==> config.mk <==
export PLATFORM = sky130hd
export DESIGN_NAME = huffman_ctrl
export DESIGN_NICKNAME = d
export VERILOG_FILES = /design/src/rtl/huffman_ctrl.sv
export SDC_FILE = /design/constraint.sdc
export NUM_CORES = 1
export LEC_CHECK = 0
export CAP_MARGIN = 10
export CORE_MARGIN = 2
export CORE_UTILIZATION = 40
export CTS_BUF_LIST = sky130_fd_sc_hd__clkbuf_8 sky130_fd_sc_hd__clkbuf_16
export DETAILED_ROUTE_END_ITERATION = 8
export SYNTH_ARGS = -nofsm -noshare
export SYNTH_HDL_FRONTEND = slang
export SYNTH_SLANG_ARGS = --single-unit
==> constraint.sdc <==
create_clock -name Clk_in -period 11.3 [get_ports Clk_in]
set_clock_uncertainty 0.1 [all_clocks]
set_input_delay 1.13 -clock Clk_in [delete_from_list [all_inputs] [get_ports Clk_in]]
set_output_delay 1.13 -clock Clk_in [all_outputs]
set_load 0.05 [all_outputs]
==> src/rtl/huffman_ctrl.sv <==
// Huffman front-end controller: counts symbol frequencies per frame, then hands them to a tree builder.
// Latency: counts visible one cycle after each accepted beat; Start_tree rises the cycle after frame close.
// Backpressure: Sym_ready is high only while counting; beats offered in any other state are not accepted.
module huffman_ctrl #(
  parameter int TIMEOUT   = 1023,
  parameter int BLOCK_MAX = 256
) (
  input  logic       Clk_in,
  input  logic       Rst,
  input  logic       Start,
  input  logic       Sym_valid,
  output logic       Sym_ready,
  input  logic [3:0] Sym,
  input  logic       Sym_last,
  output logic [8:0] Num0,
  output logic [8:0] Num1,
  output logic [8:0] Num2,
  output logic [8:0] Num3,
  output logic [8:0] Num4,
  output logic [8:0] Num5,
  output logic [8:0] Num6,
  output logic [8:0] Num7,
  output logic [8:0] Num8,
  output logic [8:0] Num9,
  output logic       Start_tree,
  input  logic       Tree_fin,
  output logic [8:0] Sym_total,
  output logic       Busy,
  output logic       Done,
  output logic       Err
);

  localparam int WW = (TIMEOUT > 1) ? $clog2(TIMEOUT + 1) : 1;

  typedef enum logic [2:0] {
    S_IDLE,
    S_COUNT,
    S_LAUNCH,
    S_DONE,
    S_ERR
  } state_t;

  state_t         state_q, state_d;
  logic [8:0]     num_q [10];
  logic [8:0]     num_d [10];
  logic [8:0]     total_q, total_d;
  logic [WW-1:0]  wait_q, wait_d;
  logic           sym_ready_q, sym_ready_d;
  logic           start_tree_q, start_tree_d;
  logic           busy_q, busy_d;
  logic           done_q, done_d;
  logic           err_q, err_d;

  logic           accept;
  logic           legal;
  logic           closing;

  assign accept = Sym_valid & sym_ready_q;
  assign legal  = (Sym <= 4'd9);

  // Next-state and counter update; every output is derived from the next state so it lands in a flop.
  always_comb begin
    state_d = state_q;
    num_d   = num_q;
    total_d = total_q;
    wait_d  = wait_q;
    closing = 1'b0;

    case (state_q)
      S_IDLE, S_ERR: begin
        if (Start) begin
          for (int i = 0; i < 10; i++) num_d[i] = '0;
          total_d = '0;
          state_d = S_COUNT;
        end
      end

      S_COUNT: begin
        if (accept) begin
          if (legal) begin
            for (int i = 0; i < 10; i++) begin
              if (Sym == 4'(i)) num_d[i] = num_q[i] + 9'd1;
            end
            total_d = total_q + 9'd1;
          end
          // Last beat and the block-full beat may coincide; either closes the frame exactly once.
          closing = Sym_last | (legal && (total_q == 9'(BLOCK_MAX - 1)));
          if (closing) begin
            wait_d  = '0;
            state_d = (total_d == 9'd0) ? S_ERR : S_LAUNCH;
          end
        end
      end

      S_LAUNCH: begin
        // Tree_fin takes priority over the timeout on the final waiting cycle.
        if (Tree_fin) begin
          state_d = S_DONE;
        end else if (wait_q == WW'(TIMEOUT - 1)) begin
          state_d = S_ERR;
        end else begin
          wait_d = wait_q + 1'b1;
        end
      end

      S_DONE: begin
        state_d = S_IDLE;
      end

      default: begin
        state_d = S_IDLE;
      end
    endcase

    sym_ready_d  = (state_d == S_COUNT);
    start_tree_d = (state_d == S_LAUNCH);
    busy_d       = (state_d == S_COUNT) || (state_d == S_LAUNCH);
    done_d       = (state_d == S_DONE);
    err_d        = (state_d == S_ERR);
  end

  // State, counters and registered outputs; reset clears everything immediately.
  always_ff @(posedge Clk_in or posedge Rst) begin
    if (Rst) begin
      state_q      <= S_IDLE;
      for (int i = 0; i < 10; i++) num_q[i] <= '0;
      total_q      <= '0;
      wait_q       <= '0;
      sym_ready_q  <= 1'b0;
      start_tree_q <= 1'b0;
      busy_q       <= 1'b0;
      done_q       <= 1'b0;
      err_q        <= 1'b0;
    end else begin
      state_q      <= state_d;
      num_q        <= num_d;
      total_q      <= total_d;
      wait_q       <= wait_d;
      sym_ready_q  <= sym_ready_d;
      start_tree_q <= start_tree_d;
      busy_q       <= busy_d;
      done_q       <= done_d;
      err_q        <= err_d;
    end
  end

  assign Sym_ready  = sym_ready_q;
  assign Start_tree = start_tree_q;
  assign Busy       = busy_q;
  assign Done       = done_q;
  assign Err        = err_q;
  assign Sym_total  = total_q;
  assign Num0       = num_q[0];
  assign Num1       = num_q[1];
  assign Num2       = num_q[2];
  assign Num3       = num_q[3];
  assign Num4       = num_q[4];
  assign Num5       = num_q[5];
  assign Num6       = num_q[6];
  assign Num7       = num_q[7];
  assign Num8       = num_q[8];
  assign Num9       = num_q[9];

endmodule

==> flow_summary.ini <==
[clock_tree]
cts-buffers-inserted = 17
root_buffer = clkbuf_16
htree_num_levels = 4
ctsResizeCount = 0
insertion_delay_ns = 0.41
cts_sinks = 117
holdBufCountCts = 0
clk_pin_slew_ns = 0.05
cts_tree = yes
post_cts_buffers = 0
cts.path.max_buffers = 2

[pwr]
switching_share_pct = 33.7
comb_power_share_pct = 23.0
p_leak_nw = 3.34
peakVddDrop_v = 0.000108
pwr-share-seq_pct = 36.7
p_int_mw = 0.861
p_sw_mw = 0.437
power_density_nw_per_um2 = 164
pwr-share-clk_pct = 40.4

[synth]
syn-num-nets = 661
synth-edff-count = 0
syn_area_per_cell_um2 = 9.50
yosysWarnings = 0
ys_seq_area_share_pct = 48.4
postSynthCellCount = 637
synth_seq_cells = 117
ys.flop_type = dfrtp_1
synth_area_um2 = 6050
async_flop_share_pct = 100
synth_cell_types = 51

[floorplanning]
ioPinCount = 114
dieWidth_um = 127
die_h_um = 127
start_util_pct = 41.3
dieArea_um2 = 16100
rows = 44
core_area_um2 = 14600

[routing]
routed_wl_um = 15200
remaining_drc_errors = 0
wire_per_inst_um = 16.1
avgViaCountPerCell = 5.53
ant_nets = 0
drt_pass1_iterations = 5
drtIter0Drc = 303
num_vias = 5223

[timing]
setup_ws_ns = 7.76
finalHoldViolations = 0
finalCritPeriodShare_pct = 31.4
setup_viol = 0
max_freq_mhz = 282
holdWs_ns = 0.439
setup-tns-final_ns = 0
slew_headroom_pct = 20.2
period_needed_ns = 3.54
rsz0062_at_grt = false
slew_violations = 0
worst_pin_slew_ns = 1.20

[layout]
final_cells = 944
drive_gt1_share_pct = 6.71
fin_nets = 771
antennaDiodeCount = 0
area_growth_pct = 31.1

[critical_path]
cp_data_required_time_ns = 11.45
cp-start-kind = input port
reg2reg_from = Sym_total[0]$_DFFE_PP0P_
worstPathArrival_ns = 3.69
critPathKind = input port to flip-flop
crit_start = Sym[1]
endpoint_kind = flip-flop
worstPathMaxFanout = 18

[global_route]
grt_max_degree = 81
antenna_found_initial = 0
grt_pass1_wl_um = 25300
grt.overflow.total = 0
grt.total_usage_pct = 19.6
grt_pass1_vias = 5057

[place]
placedCellCount = 912
place_hpwl_um = 10400
portBuffers = 113
place.gp.congestion = 0.818
dp_slack_ns = 7.37

[run_status]
status = complete, no violations

[job]
max_cap_viol_count = 0

[worst_hold_path]
hold_start = Num4[5]$_DFFE_PP0P_
hp-class = flip-flop to flip-flop
[worst paths after layout]
kind	to	slack, ns	cells after the start
hold / removal	Num4[5]$_DFFE_PP0P_	0.44	1
min in group asynchronous	Num8[5]$_DFFE_PP0P_	1.00	2
max in group asynchronous	Num7[7]$_DFFE_PP0P_	8.72	3
setup reg to reg	Busy$_DFF_PP0_	8.39	8
hold reg to reg	Num4[5]$_DFFE_PP0P_	0.44	1
setup / recovery	Busy$_DFF_PP0_	7.76	6
[sequential cells by signal, summed over array words and instances, names as in the netlist]
signal      flops
Sym_ready       1
Num9            9
Num1            9
wait_q         10
Num6            9
Num4            9
Err             1
Start_tree      1
Num7            9
Num3            9
state_q         3
Done            1
Num5            9
Sym_total       9
Busy            1
Num8            9
Num0            9
Num2            9
[per-layer routing]
metal | track usage [%] | vias to the layer above | part of all wire (%)
met5 | 0 | - | 0
met2 | 31.2 | 136 | 47
met4 | 6.59 | 0 | 1.5
li1 | - | 2506 | -
met3 | 5.28 | 16 | 4.4
met1 | 26.1 | 2565 | 47
[cell usage after synthesis, drive strengths merged, types with 3 or more instances]
| cell type | count | area [µm²] |
|---|---|---|
| clkbuf | 19 | 71.3 |
| ha | 14 | 175 |
| nor2b | 3 | 18.8 |
| nor3 | 13 | 65.1 |
| and3 | 5 | 31.3 |
| or4 | 7 | 52.6 |
| dfrtp | 117 | 2930 |
| a211oi | 5 | 37.5 |
| xnor2 | 15 | 131 |
| or3 | 7 | 43.8 |
| inv | 10 | 37.5 |
| nor4 | 14 | 136 |
| nor2 | 76 | 285 |
| or2 | 3 | 18.8 |
| buf | 9 | 47.6 |
| mux2i | 4 | 40.0 |
| nand2b | 8 | 50.1 |
| a21oi | 18 | 90.1 |
| o21a | 3 | 22.5 |
| and2 | 9 | 56.3 |
| xor2 | 49 | 429 |
| o21ai | 36 | 180 |
| a21o | 4 | 30.0 |
| nor3b | 3 | 22.5 |
| nand4 | 42 | 263 |
| and4 | 9 | 78.8 |
| nand2 | 64 | 240 |
| o31ai | 15 | 113 |
| a31oi | 3 | 18.8 |
| nand3 | 36 | 185 |
[critical path, cell delays in order]
cell,delay (ns)
clkdlybuf4s50_1,0.63
o21ai_1,0.24
a21o_1,0.26
o22ai_1,0.91
or2_0,0.36
o221ai_1,0.15
[cell type report]
| class | instances | area (µm²) |
|---|---|---|
| well taps | 184 | 230 |
| inverters | 10 | 40.0 |
| fillers | 1310 | 6720 |
| clock buffers | 20 | 467 |
| flip-flops and latches | 117 | 2930 |
| clock inverters | 12 | 111 |
| repair buffers | 119 | 1180 |
| multi-input cells | 482 | 2980 |
[through the flow]
| step | instance area (µm²) | power (mW) | util [%] |
|---|---|---|---|
| after floorplan | 6050 | 0.693 | - |
| after global placement | 7350 | 0.775 | 50.2 |
| after detailed placement | 7350 | 0.781 | 50.2 |
| after CTS | 7930 | 1.31 | 54.1 |
| after global routing | 7930 | 1.36 | 54.1 |
| final | 7930 | 1.30 | 54.1 |
[cell families (layout without fill, tap and decap cells)]
group	after synthesis	in the layout	synth area share [%]
xor+xnor	64	64	9.27
mux	6	6	1.03
fa+ha+maj	14	14	2.90
buf+inv	38	161	2.59
flops	117	117	48.4
simple gates	304	304	26.3
compound gates	94	94	9.51
[layout by cell type (no fill, tap or decap), drive strengths merged, types with 4 or more instances in the layout]
master | netlist | layout
nand4 | 42 | 42
xor2 | 49 | 49
nor3 | 13 | 13
dfrtp | 117 | 117
or3 | 7 | 7
and4 | 9 | 9
a21o | 4 | 4
o31ai | 15 | 15
or4 | 7 | 7
xnor2 | 15 | 15
a21oi | 18 | 18
and2 | 9 | 9
clkinv | 0 | 8
mux2i | 4 | 4
nand2 | 64 | 64
nor4 | 14 | 14
and3 | 5 | 5
ha | 14 | 14
nor2 | 76 | 76
inv | 10 | 12
buf | 9 | 6
o21ai | 36 | 36
nand2b | 8 | 8
a211oi | 5 | 5
clkdlybuf4s50 | 0 | 113
clkbuf | 19 | 20
nand3 | 36 | 36
[power by group through the flow]
stage               registers [mW]  logic [mW]  clock network, mW
global placement             0.481       0.294                  0
global route                 0.480       0.323              0.555
floorplan                    0.526       0.167                  0
detailed placement           0.481       0.300                  0
CTS                          0.475       0.301              0.535
finish                       0.476       0.298              0.524
Power figures use the tool's default switching activity.
